## config.mk

```make
export PLATFORM = sky130hd
export DESIGN_NAME = seg_scan_ctrl
export DESIGN_NICKNAME = d
export VERILOG_FILES = /design/src/rtl/seg_pkg.sv /design/src/rtl/seg_hex_decode.sv /design/src/rtl/seg_scan_ctrl.sv
export SDC_FILE = /design/constraint.sdc
export NUM_CORES = 1
export LEC_CHECK = 0
export BUFFER_PORTS_ARGS = -buffer_cell sky130_fd_sc_hd__buf_2
export CORE_UTILIZATION = 29
export DETAILED_ROUTE_END_ITERATION = 12
export MAX_ROUTING_LAYER = met4
export PLACE_DENSITY = 0.46
export SETUP_SLACK_MARGIN = 0.4
export SLEW_MARGIN = 15
export SYNTH_ARGS = -nofsm -noshare
export SYNTH_HDL_FRONTEND = slang
export SYNTH_SLANG_ARGS = --single-unit
export TNS_END_PERCENT = 30
```

## constraint.sdc

```tcl
create_clock -name clk -period 3.1 [get_ports clk]
set_input_delay 0.31 -clock clk [delete_from_list [all_inputs] [get_ports clk]]
set_output_delay 0.31 -clock clk [all_outputs]
set_load 0.01 [all_outputs]
```

## src/rtl/seg_pkg.sv

```systemverilog
// -----------------------------------------------------------------------------
// seg_pkg
// Shared definitions for the seven-segment scan controller:
//   - active-low segment patterns for hex digits 0-F (bit 0 = a ... bit 6 = g)
//   - "everything off" constants for segments and anodes
//   - scan FSM state encoding
//   - display image record and its reset value
//   - leading-zero suppression helper
// -----------------------------------------------------------------------------
package seg_pkg;

    // Active-low patterns, written as {g,f,e,d,c,b,a}.
    localparam logic [6:0] SEG_0 = 7'h40;
    localparam logic [6:0] SEG_1 = 7'h79;
    localparam logic [6:0] SEG_2 = 7'h24;
    localparam logic [6:0] SEG_3 = 7'h30;
    localparam logic [6:0] SEG_4 = 7'h19;
    localparam logic [6:0] SEG_5 = 7'h12;
    localparam logic [6:0] SEG_6 = 7'h02;
    localparam logic [6:0] SEG_7 = 7'h78;
    localparam logic [6:0] SEG_8 = 7'h00;
    localparam logic [6:0] SEG_9 = 7'h10;
    localparam logic [6:0] SEG_A = 7'h08;
    localparam logic [6:0] SEG_B = 7'h03;
    localparam logic [6:0] SEG_C = 7'h46;
    localparam logic [6:0] SEG_D = 7'h21;
    localparam logic [6:0] SEG_E = 7'h06;
    localparam logic [6:0] SEG_F = 7'h0E;

    localparam logic [6:0] SEG_OFF = 7'h7F;
    localparam logic [3:0] AN_OFF  = 4'hF;

    typedef enum logic {
        BLANK = 1'b0,   // dead time, all anodes off
        SHOW  = 1'b1    // current digit driven
    } scan_state_t;

    // One complete display image; nibble i of digits belongs to digit i.
    typedef struct packed {
        logic [15:0] digits;
        logic [3:0]  dp;
        logic [3:0]  blank;
        logic [3:0]  blink;
    } image_t;

    // Display stays dark until the first image is committed.
    localparam image_t IMAGE_RESET = '{digits: 16'h0000, dp: 4'h0, blank: 4'hF, blink: 4'h0};

    // True when digit idx would be a leading zero: idx > 0 and every nibble
    // from idx up to the leftmost digit is zero. Digit 0 always shows.
    function automatic logic lz_dark(input logic [15:0] digits, input logic [1:0] idx);
        logic all_zero;
        all_zero = 1'b1;
        for (int i = 0; i < 4; i++) begin
            if (i >= int'(idx) && digits[4*i +: 4] != 4'h0) begin
                all_zero = 1'b0;
            end
        end
        return (idx != 2'd0) && all_zero;
    endfunction

endpackage

```

## src/rtl/seg_hex_decode.sv

```systemverilog
// -----------------------------------------------------------------------------
// seg_hex_decode
// Purely combinational hex nibble to active-low seven-segment decoder.
// Ports:
//   nibble  in  4  hex value 0-F
//   seg     out 7  active-low segments, seg[0]=a ... seg[6]=g
// -----------------------------------------------------------------------------
module seg_hex_decode
    import seg_pkg::*;
(
    input  logic [3:0] nibble,
    output logic [6:0] seg
);

    always_comb begin
        unique case (nibble)
            4'h0:    seg = SEG_0;
            4'h1:    seg = SEG_1;
            4'h2:    seg = SEG_2;
            4'h3:    seg = SEG_3;
            4'h4:    seg = SEG_4;
            4'h5:    seg = SEG_5;
            4'h6:    seg = SEG_6;
            4'h7:    seg = SEG_7;
            4'h8:    seg = SEG_8;
            4'h9:    seg = SEG_9;
            4'hA:    seg = SEG_A;
            4'hB:    seg = SEG_B;
            4'hC:    seg = SEG_C;
            4'hD:    seg = SEG_D;
            4'hE:    seg = SEG_E;
            default: seg = SEG_F;
        endcase
    end

endmodule

```

## src/rtl/seg_scan_ctrl.sv

```systemverilog
// -----------------------------------------------------------------------------
// seg_scan_ctrl
// Time-multiplexed scan controller for a 4-digit common-anode seven-segment
// display. Images arrive over a valid/ready handshake into a pending buffer
// and are committed to the active buffer only at frame boundaries. Each digit
// slot starts with a blanking interval (all anodes off) to suppress ghosting.
// Ports:
//   clk         in  1   system clock
//   rst_n       in  1   asynchronous active-low reset
//   din_valid   in  1   requester presents a new image
//   din_ready   out 1   pending buffer free, image can be accepted
//   din_digits  in  16  nibble i drives digit i (digit 0 rightmost)
//   din_dp      in  4   decimal-point enable per digit
//   din_blank   in  4   force digit dark
//   din_blink   in  4   digit blinks
//   lz_en       in  1   leading-zero suppression, sampled live
//   seg         out 7   active-low segments, seg[0]=a ... seg[6]=g
//   dp          out 1   active-low decimal point
//   an          out 4   active-low anodes
//   frame_done  out 1   pulse on the last SHOW cycle of digit 3
// -----------------------------------------------------------------------------
module seg_scan_ctrl
    import seg_pkg::*;
#(
    parameter int DIGIT_CYCLES = 100000,
    parameter int BLANK_CYCLES = 1000,
    parameter int BLINK_FRAMES = 125
) (
    input  logic        clk,
    input  logic        rst_n,
    input  logic        din_valid,
    output logic        din_ready,
    input  logic [15:0] din_digits,
    input  logic [3:0]  din_dp,
    input  logic [3:0]  din_blank,
    input  logic [3:0]  din_blink,
    input  logic        lz_en,
    output logic [6:0]  seg,
    output logic        dp,
    output logic [3:0]  an,
    output logic        frame_done
);

    localparam int CNT_W = $clog2(DIGIT_CYCLES);
    localparam int FC_W  = $clog2(BLINK_FRAMES + 1);

    localparam logic [CNT_W-1:0] CNT_LAST   = CNT_W'(DIGIT_CYCLES - 1);
    localparam logic [CNT_W-1:0] BLANK_LAST = CNT_W'(BLANK_CYCLES - 1);
    localparam logic [FC_W-1:0]  FC_LAST    = FC_W'(BLINK_FRAMES - 1);

    scan_state_t      state_q, state_d;
    logic [CNT_W-1:0] cnt_q, cnt_d;      // cycle within the digit slot
    logic [1:0]       idx_q, idx_d;      // digit currently scanned
    logic [FC_W-1:0]  fc_q, fc_d;        // frames in the current blink half-period
    logic             phase_q, phase_d;  // 1 = blinking digits are dark
    image_t           act_q, act_d;
    image_t           pend_q, pend_d;
    logic             pend_full_q, pend_full_d;

    logic             last_show;
    logic             frame_end;
    logic             xfer;
    logic             din_ready_d;
    logic             frame_done_d;

    logic [3:0]       nibble_d;
    logic [6:0]       seg_dec;
    logic             dark;
    logic [3:0]       an_d;
    logic [6:0]       seg_d;
    logic             dp_d;

    // Next-state, buffering and handshake. Everything here is the value the
    // registers will hold after this edge; outputs below are derived from
    // these so that the registered outputs line up with the registered state.
    always_comb begin
        // NOTE: every signal gets a default before any branch so no path leaves
        // it unassigned; otherwise synthesis infers a latch to hold the old value.
        state_d     = state_q;
        cnt_d       = cnt_q + 1'b1;
        idx_d       = idx_q;
        fc_d        = fc_q;
        phase_d     = phase_q;
        act_d       = act_q;
        pend_d      = pend_q;
        pend_full_d = pend_full_q;

        last_show = (state_q == SHOW) && (cnt_q == CNT_LAST);
        frame_end = last_show && (idx_q == 2'd3);
        xfer      = din_valid && din_ready;

        unique case (state_q)
            BLANK: begin
                if (cnt_q == BLANK_LAST) begin
                    state_d = SHOW;
                end
            end
            SHOW: begin
                if (last_show) begin
                    state_d = BLANK;
                    cnt_d   = '0;
                    idx_d   = idx_q + 2'd1;
                end
            end
            default: state_d = BLANK;
        endcase

        if (frame_end) begin
            if (fc_q == FC_LAST) begin
                fc_d    = '0;
                phase_d = ~phase_q;
            end else begin
                fc_d = fc_q + 1'b1;
            end
            if (pend_full_q) begin
                act_d       = pend_q;
                pend_full_d = 1'b0;
            end
        end

        // A transfer needs an empty pending buffer, so it never collides with
        // a commit; one landing on frame_done waits for the next boundary.
        if (xfer) begin
            pend_d      = '{digits: din_digits, dp: din_dp, blank: din_blank, blink: din_blink};
            pend_full_d = 1'b1;
        end

        din_ready_d  = ~pend_full_d;
        frame_done_d = (state_d == SHOW) && (idx_d == 2'd3) && (cnt_d == CNT_LAST);
    end

    assign nibble_d = act_d.digits[{idx_d, 2'b00} +: 4];

    seg_hex_decode u_hex_decode (
        .nibble (nibble_d),
        .seg    (seg_dec)
    );

    // A dark digit keeps its slot timing; only the anode and segments stay off.
    always_comb begin
        dark  = act_d.blank[idx_d]
              | (act_d.blink[idx_d] & phase_d)
              | (lz_en & lz_dark(act_d.digits, idx_d));
        an_d  = AN_OFF;
        seg_d = SEG_OFF;
        dp_d  = 1'b1;
        if (state_d == SHOW && !dark) begin
            an_d  = ~(4'b0001 << idx_d);
            seg_d = seg_dec;
            dp_d  = ~act_d.dp[idx_d];
        end
    end

    // NOTE: state registers use non-blocking assignments so every flop samples
    // pre-edge values, independent of statement order or other always blocks.
    always_ff @(posedge clk or negedge rst_n) begin
        if (!rst_n) begin
            state_q     <= BLANK;
            cnt_q       <= '0;
            idx_q       <= '0;
            fc_q        <= '0;
            phase_q     <= 1'b0;
            act_q       <= IMAGE_RESET;
            // NOTE: the image buffers are plain registers, so resetting them is
            // cheap; clearing pend_full is what discards a pending image.
            pend_q      <= IMAGE_RESET;
            pend_full_q <= 1'b0;
            din_ready   <= 1'b1;
            frame_done  <= 1'b0;
            an          <= AN_OFF;
            seg         <= SEG_OFF;
            dp          <= 1'b1;
        end else begin
            state_q     <= state_d;
            cnt_q       <= cnt_d;
            idx_q       <= idx_d;
            fc_q        <= fc_d;
            phase_q     <= phase_d;
            act_q       <= act_d;
            pend_q      <= pend_d;
            pend_full_q <= pend_full_d;
            din_ready   <= din_ready_d;
            frame_done  <= frame_done_d;
            an          <= an_d;
            seg         <= seg_d;
            dp          <= dp_d;
        end
    end

endmodule

```

==> flow_summary.yaml, run 1 <==
sta:
  timing.fmax_ghz: 0.341
  fin_crit_ps: 2940
  rsz0062_at_grt: "yes"
  slew_violations: 0
  setup_viol: 0
  max_slew_margin: 0.562
  worstMarginPinSlew_ps: 652
  clock_skew_ps: 10.2
  tns_ps: 0
  finalCritPeriodShare: 0.947
  hold_viol_final: 0
  fin_ws_ps: 163
synth:
  yosys_register_bits: 99
  synth-edff-count: 0
  yosysWarnings: 0
  synthFlopType: "dfrtp_1"
  netlist_area_sq_mm: 0.00504
  synthDistinctLibCells: 60
  synth_nets: 518
  yosysTopAreaCell: "dfrtp_1"
  synth_area_leaders: "dfrtp_1 (39%), dfstp_2 (11%), mux2_2 (9.2%), nand2_1 (5.5%), mux2i_1 (3.6%)"
  syn_area_per_cell_sq_um: 10.6
  synth_top_area_share: 0.387
  syn_inst: 477
  async_reset_ff_frac: 1.00
  ys_seq_area_frac: 0.497
grt:
  grt_pass1_wl_mm: 21.0
  grt.overflow.total: 0
  grt_pass1_vias: 3965
  grt_max_degree: 55
  grt_usage: 0.156
  antenna_found_initial: 0
die:
  die_area_sq_mm: 0.0179
  pin_count: 46
  die_x_um: 134
  core_sq_mm: 0.0168
  row_count: 47
  start_util: 0.301
  die_height_um: 134
cells_and_area:
  regArea_sq_mm: 0.00250
  diodes: 0
  area_delta_synth_final_pct: 26.0
  drive_above_1_share: 0.378
  final_util: 0.379
  fin_nets: 613
  multi_input_area_sq_mm: 0.00252
  finalNonFillerCells: 797
  n_fill_cell: 1684
clocking:
  clockBufferDepth: 2
  clock_latency_ps: 360
  cts_tree: "yes"
  clk_pin_slew_ps: 70
  htreeDepth: 3
  numCtsBuffers: 9
  cts_root_buf: "clkbuf_16"
  clkSinkCount: 99
route:
  drc: 0
  initialDrtViolationCount: 166
  num_vias: 3842
  wl_per_cell_um: 15.9
  firstDrtPassIters: 4
  ant_nets: 0
  vias_per_cell: 4.82
  wl_mm: 12.7
critical_path:
  crit_chain: "nor4_4 -> and4_4 -> a21oi_4 -> nor2_4 -> mux2_4 -> mux2i_4 -> inv_4 -> ha_2 -> or3_1 -> o211ai_1"
  crit_arrival_ps: 3210
  critPathMaxFanout: 7
  cp_slowest_cell: "dfrtp_1"
  cp.required_ps: 3370
  critPathCaptureType: "flop"
  critPathKind: "reg2reg"
  start_kind: "flop"
  cpPeakStageDelay_ps: 410
  cp_top_family: "simple AND/OR/NAND/NOR gates"
  worst-path-buf-inv: 1
placed_design:
  dp_slack_ps: 69.0
  port_buffers: 45
  dp.cells: 771
  place.gp.congestion: 0.857
  place_hpwl_mm: 9.22
status:
  status: "finished clean"
power_and_ir_drop:
  ir_worst_vdd_v: 0.000265
  leakage_nw: 2.99
  power_density_mw_per_mm2: 381
flow_run:
  cap_violations: 0
hold_path:
  hp-class: "in2reg"
[through the flow]
| step | hold WS [ps] | power, mW | instance area [sq um] |
|---|---|---|---|
| global route | 172 | 2.51 | 6350 |
| global placement | 370 | 1.37 | 5870 |
| finish | 179 | 2.42 | 6350 |
| detailed placement | 375 | 1.37 | 5870 |
| CTS | 167 | 2.46 | 6230 |
| floorplan | 14.4 | 1.32 | 5100 |
[per-layer routing]
layer  part of all wire  track usage  wire length [um]  vias to the layer above
met4              0.014       0.0499               172                        0
met2               0.46        0.233              5820                       52
met3              0.032       0.0401               400                       11
li1                   -            -                 -                     1873
met5                  0            -                 0                        -
met1               0.50        0.206              6280                     1906
[power breakdown]
part	total [mW]	internal, mW	leakage (nW)	switching, mW
clock network	1.08	0.571	0.136	0.506
registers	1.29	1.29	1.29	0
logic	0.0484	0.0178	1.57	0.0305
total	2.42	1.88	2.99	0.536
[registers in the layout, indices dropped and copies added, names as in the netlist, 2 cells and up]
signal and cells:
act_q 28, pend_q 28, cnt_q 17, fc_q 7, seg 7, an 4, idx_q 2
[final timing paths]
path	slack, ps	startpoint	depth (start not counted)	end
max	160	cnt_q[11]	10	seg[4]
min	180	din_blink[2]	2	pend_q[2]
max reg2reg	160	cnt_q[11]	10	seg[4]
min reg2reg	470	act_q[11]	2	act_q[11]
max in group asynchronous	1820	rst_n	3	seg[1]
min in group asynchronous	500	rst_n	2	pend_q[9]
[kinds of logic after synthesis]
logic type	after synthesis	share of synthesized area
simple gates	185	0.185
flops	99	0.497
compound gates	61	0.0888
mux	59	0.127
buf+inv	40	0.0387
xor+xnor	24	0.0417
fa+ha+maj	9	0.0223
[cell usage in the layout, fill, tap and decap left out, types with 7 or more instances in the layout]
| master | n |
|---|---|
| a21oi_1 | 10 |
| nand3_1 | 24 |
| dfrtp_1 | 78 |
| nand4_1 | 7 |
| xnor2_1 | 11 |
| inv_1 | 16 |
| dfstp_2 | 21 |
| o21ai_0 | 16 |
| nor2_1 | 32 |
| mux2i_1 | 15 |
| buf_2 | 44 |
| clkbuf_16 | 9 |
| xor2_1 | 13 |
| nand2_1 | 71 |
| mux2_2 | 35 |
| buf_4 | 52 |
[cell type report]
| type | instances | area share |
|---|---|---|
| Multi-Input combinational cell | 339 | 0.396 |
| Tap cell | 220 | 0.0433 |
| Clock buffer | 11 | 0.0382 |
| Clock inverter | 5 | 0.00611 |
| Inverter | 21 | 0.0128 |
| Timing Repair Buffer | 102 | 0.109 |
| Sequential cell | 99 | 0.394 |
[cell usage after synthesis (7+ instances only)]
cell      instances
a21oi_1          11
clkbuf_1          8
dfrtp_1          78
dfstp_2          21
ha_1              9
inv_1            18
mux2_2           41
mux2i_1          18
nand2_1          74
nand3_1          24
nand4_1           7
nor2_1           36
o21ai_0          16
xnor2_1          11
xor2_1           13
[timing repair]
| action | in CTS | in global routing |
|---|---|---|
| gates cloned | 1 | 0 |
| pin swaps | 8 | 13 |
| buffers inserted | 4 | 4 |
| hold endpoints to repair | 18 | 0 |
| hold buffers | 1 | 0 |
| gates resized for setup | 13 | 21 |
| endpoints found under the setup margin | 12 | 12 |
No activity file was read; power rests on OpenSTA's default activity.
==> run 2: changes to the inputs <==
--- a/config.mk
+++ b/config.mk
@@ -6,10 +6,11 @@
 export NUM_CORES = 1
 export LEC_CHECK = 0
 export BUFFER_PORTS_ARGS = -buffer_cell sky130_fd_sc_hd__buf_2
-export CORE_UTILIZATION = 29
+export CAP_MARGIN = 20
+export CORE_UTILIZATION = 40
 export DETAILED_ROUTE_END_ITERATION = 12
 export MAX_ROUTING_LAYER = met4
-export PLACE_DENSITY = 0.46
+export PLACE_DENSITY = 0.6
 export SETUP_SLACK_MARGIN = 0.4
 export SLEW_MARGIN = 15
 export SYNTH_ARGS = -nofsm -noshare
==> flow_summary.yaml, run 2 (same netlist as run 1, synthesis figures left out) <==
die:
  start_util: 0.415
  core_sq_mm: 0.0122
  row_count: 40
  die_area_sq_mm: 0.0131
  die_height_um: 114
  die_x_um: 114
  pin_count: 46
grt:
  grt_usage: 0.209
  grt_max_degree: 53
  globalRouteMet2Util: 0.328
  use_met1: 0.260
  antenna_found_initial: 0
  use_met3: 0.0434
  grt.overflow.total: 0
  grt_pass1_wl_mm: 20.2
  grt-busiest-layer: "met2"
  grt_pass1_vias: 3953
cells_and_area:
  fin_area_sq_mm: 0.00625
  multi_input_area_sq_mm: 0.00249
  regArea_sq_mm: 0.00251
  diodes: 0
  layout_commonest_cell: "dfrtp_1"
  n_fill_cell: 1098
  area_delta_synth_final_pct: 24.0
  reg.largest.list: "act_q: 28 flops, pend_q: 28 flops, cnt_q: 17 flops"
  fin_nets: 608
  drive_above_1_share: 0.371
  mostFrequentLayoutCells: "dfrtp_1 (76), nand2_1 (74), buf_4 (49)"
critical_path:
  critPathCaptureType: "flop"
  critPathKind: "reg2reg"
  crit_arrival_ps: 3160
  start_kind: "flop"
  rrSetupSlack_ps: 200
  cp.required_ps: 3360
  critPathMaxFanout: 7
power_and_ir_drop:
  power_density_mw_per_mm2: 406
  leakage_nw: 2.98
  ir_worst_vdd_v: 0.000234
hold_path:
  hp-class: "in2async"
sta:
  rsz0062_at_grt: "yes"
  worstMarginPinSlew_ps: 653
  slew_violations: 0
  setup_viol: 0
  finalCritPeriodShare: 0.934
  max_slew_margin: 0.565
  timing.fmax_ghz: 0.345
  hold_slack_ps: -20.4
  fin_crit_ps: 2900
  hold_viol_final: 12
  tns_ps: 0
  clock_skew_ps: 4.60
placed_design:
  dpl-instance-area_sq_mm: 0.00574
  place.gp.congestion: 0.935
  port_buffers: 45
  place_hpwl_mm: 8.84
clocking:
  ctsHoldBuffers: 0
  numCtsBuffers: 9
  cts_tree: "yes"
  cts_root_buf: "clkbuf_16"
  clockBufferDepth: 2
  clkSinkCount: 99
  clk_pin_slew_ps: 70
  htreeDepth: 3
  clock_latency_ps: 350
status:
  violations: "hold timing"
  status: "finished with violations"
route:
  wl_mm: 12.2
  num_vias: 3894
  ant_nets: 0
  firstDrtPassIters: 4
  vias_per_cell: 5.26
  initialDrtViolationCount: 207
  drc: 0
  wl_per_cell_um: 16.5
flow_run:
  cap_violations: 0
## run 2: per-stage QoR
stage | cells | total power [mW] | utilization | worst slack [ps]
floorplan | 477 | 1.32 | - | 169
global placement | 711 | 1.36 | 0.472 | 86.6
detailed placement | 711 | 1.37 | 0.472 | -41.0
CTS | 736 | 2.57 | 0.507 | 218
global route | 740 | 2.62 | 0.514 | 54.8
finish | 740 | 2.54 | 0.514 | 203
## run 2: where the power goes
part	leakage, nW	switching [mW]	internal [mW]
clock network	0.151	0.470	0.731
registers	1.29	0	1.29
logic	1.54	0.0298	0.0170
total	2.98	0.499	2.04
## run 2: critical path, stage by stage (launching register included)
cell      delay (ps)
dfrtp_1          410
nor4_4           350
and4_4           370
a21oi_4           90
nor2_4           250
mux2_4           350
mux2i_4          230
inv_2            110
ha_2             190
or3_1            360
o211ai_1         120
## run 2: layout make-up
class,instances,area share
flip-flops and latches,99,0.401
repair buffers,97,0.104
well taps,168,0.0336
clock buffers,14,0.0406
clock inverters,2,0.00961
multi-input cells,339,0.399
inverters,21,0.0126
## run 2: what timing repair did
item                       CTS  global route
pin swaps                    4             9
setup buffers                8             4
cloned                       1             0
resized for setup           13            15
setup endpoints to repair   12            12
## run 2: path summary, 6_finish.rpt
kind,start,end,depth (start not counted)
max in group asynchronous,rst_n,act_q[4],2
setup reg to reg,cnt_q[11],seg[4],10
min in group clk,din_digits[11],pend_q[23],2
setup / recovery,cnt_q[11],seg[4],10
hold reg to reg,act_q[7],act_q[7],2
hold / removal,rst_n,frame_done,1
## run 2: per-layer routing
metal | wire length, um | part of all wire
met5 | 0 | 0
met4 | 323 | 0.027
met3 | 508 | 0.042
met2 | 5860 | 0.48
met1 | 5490 | 0.45
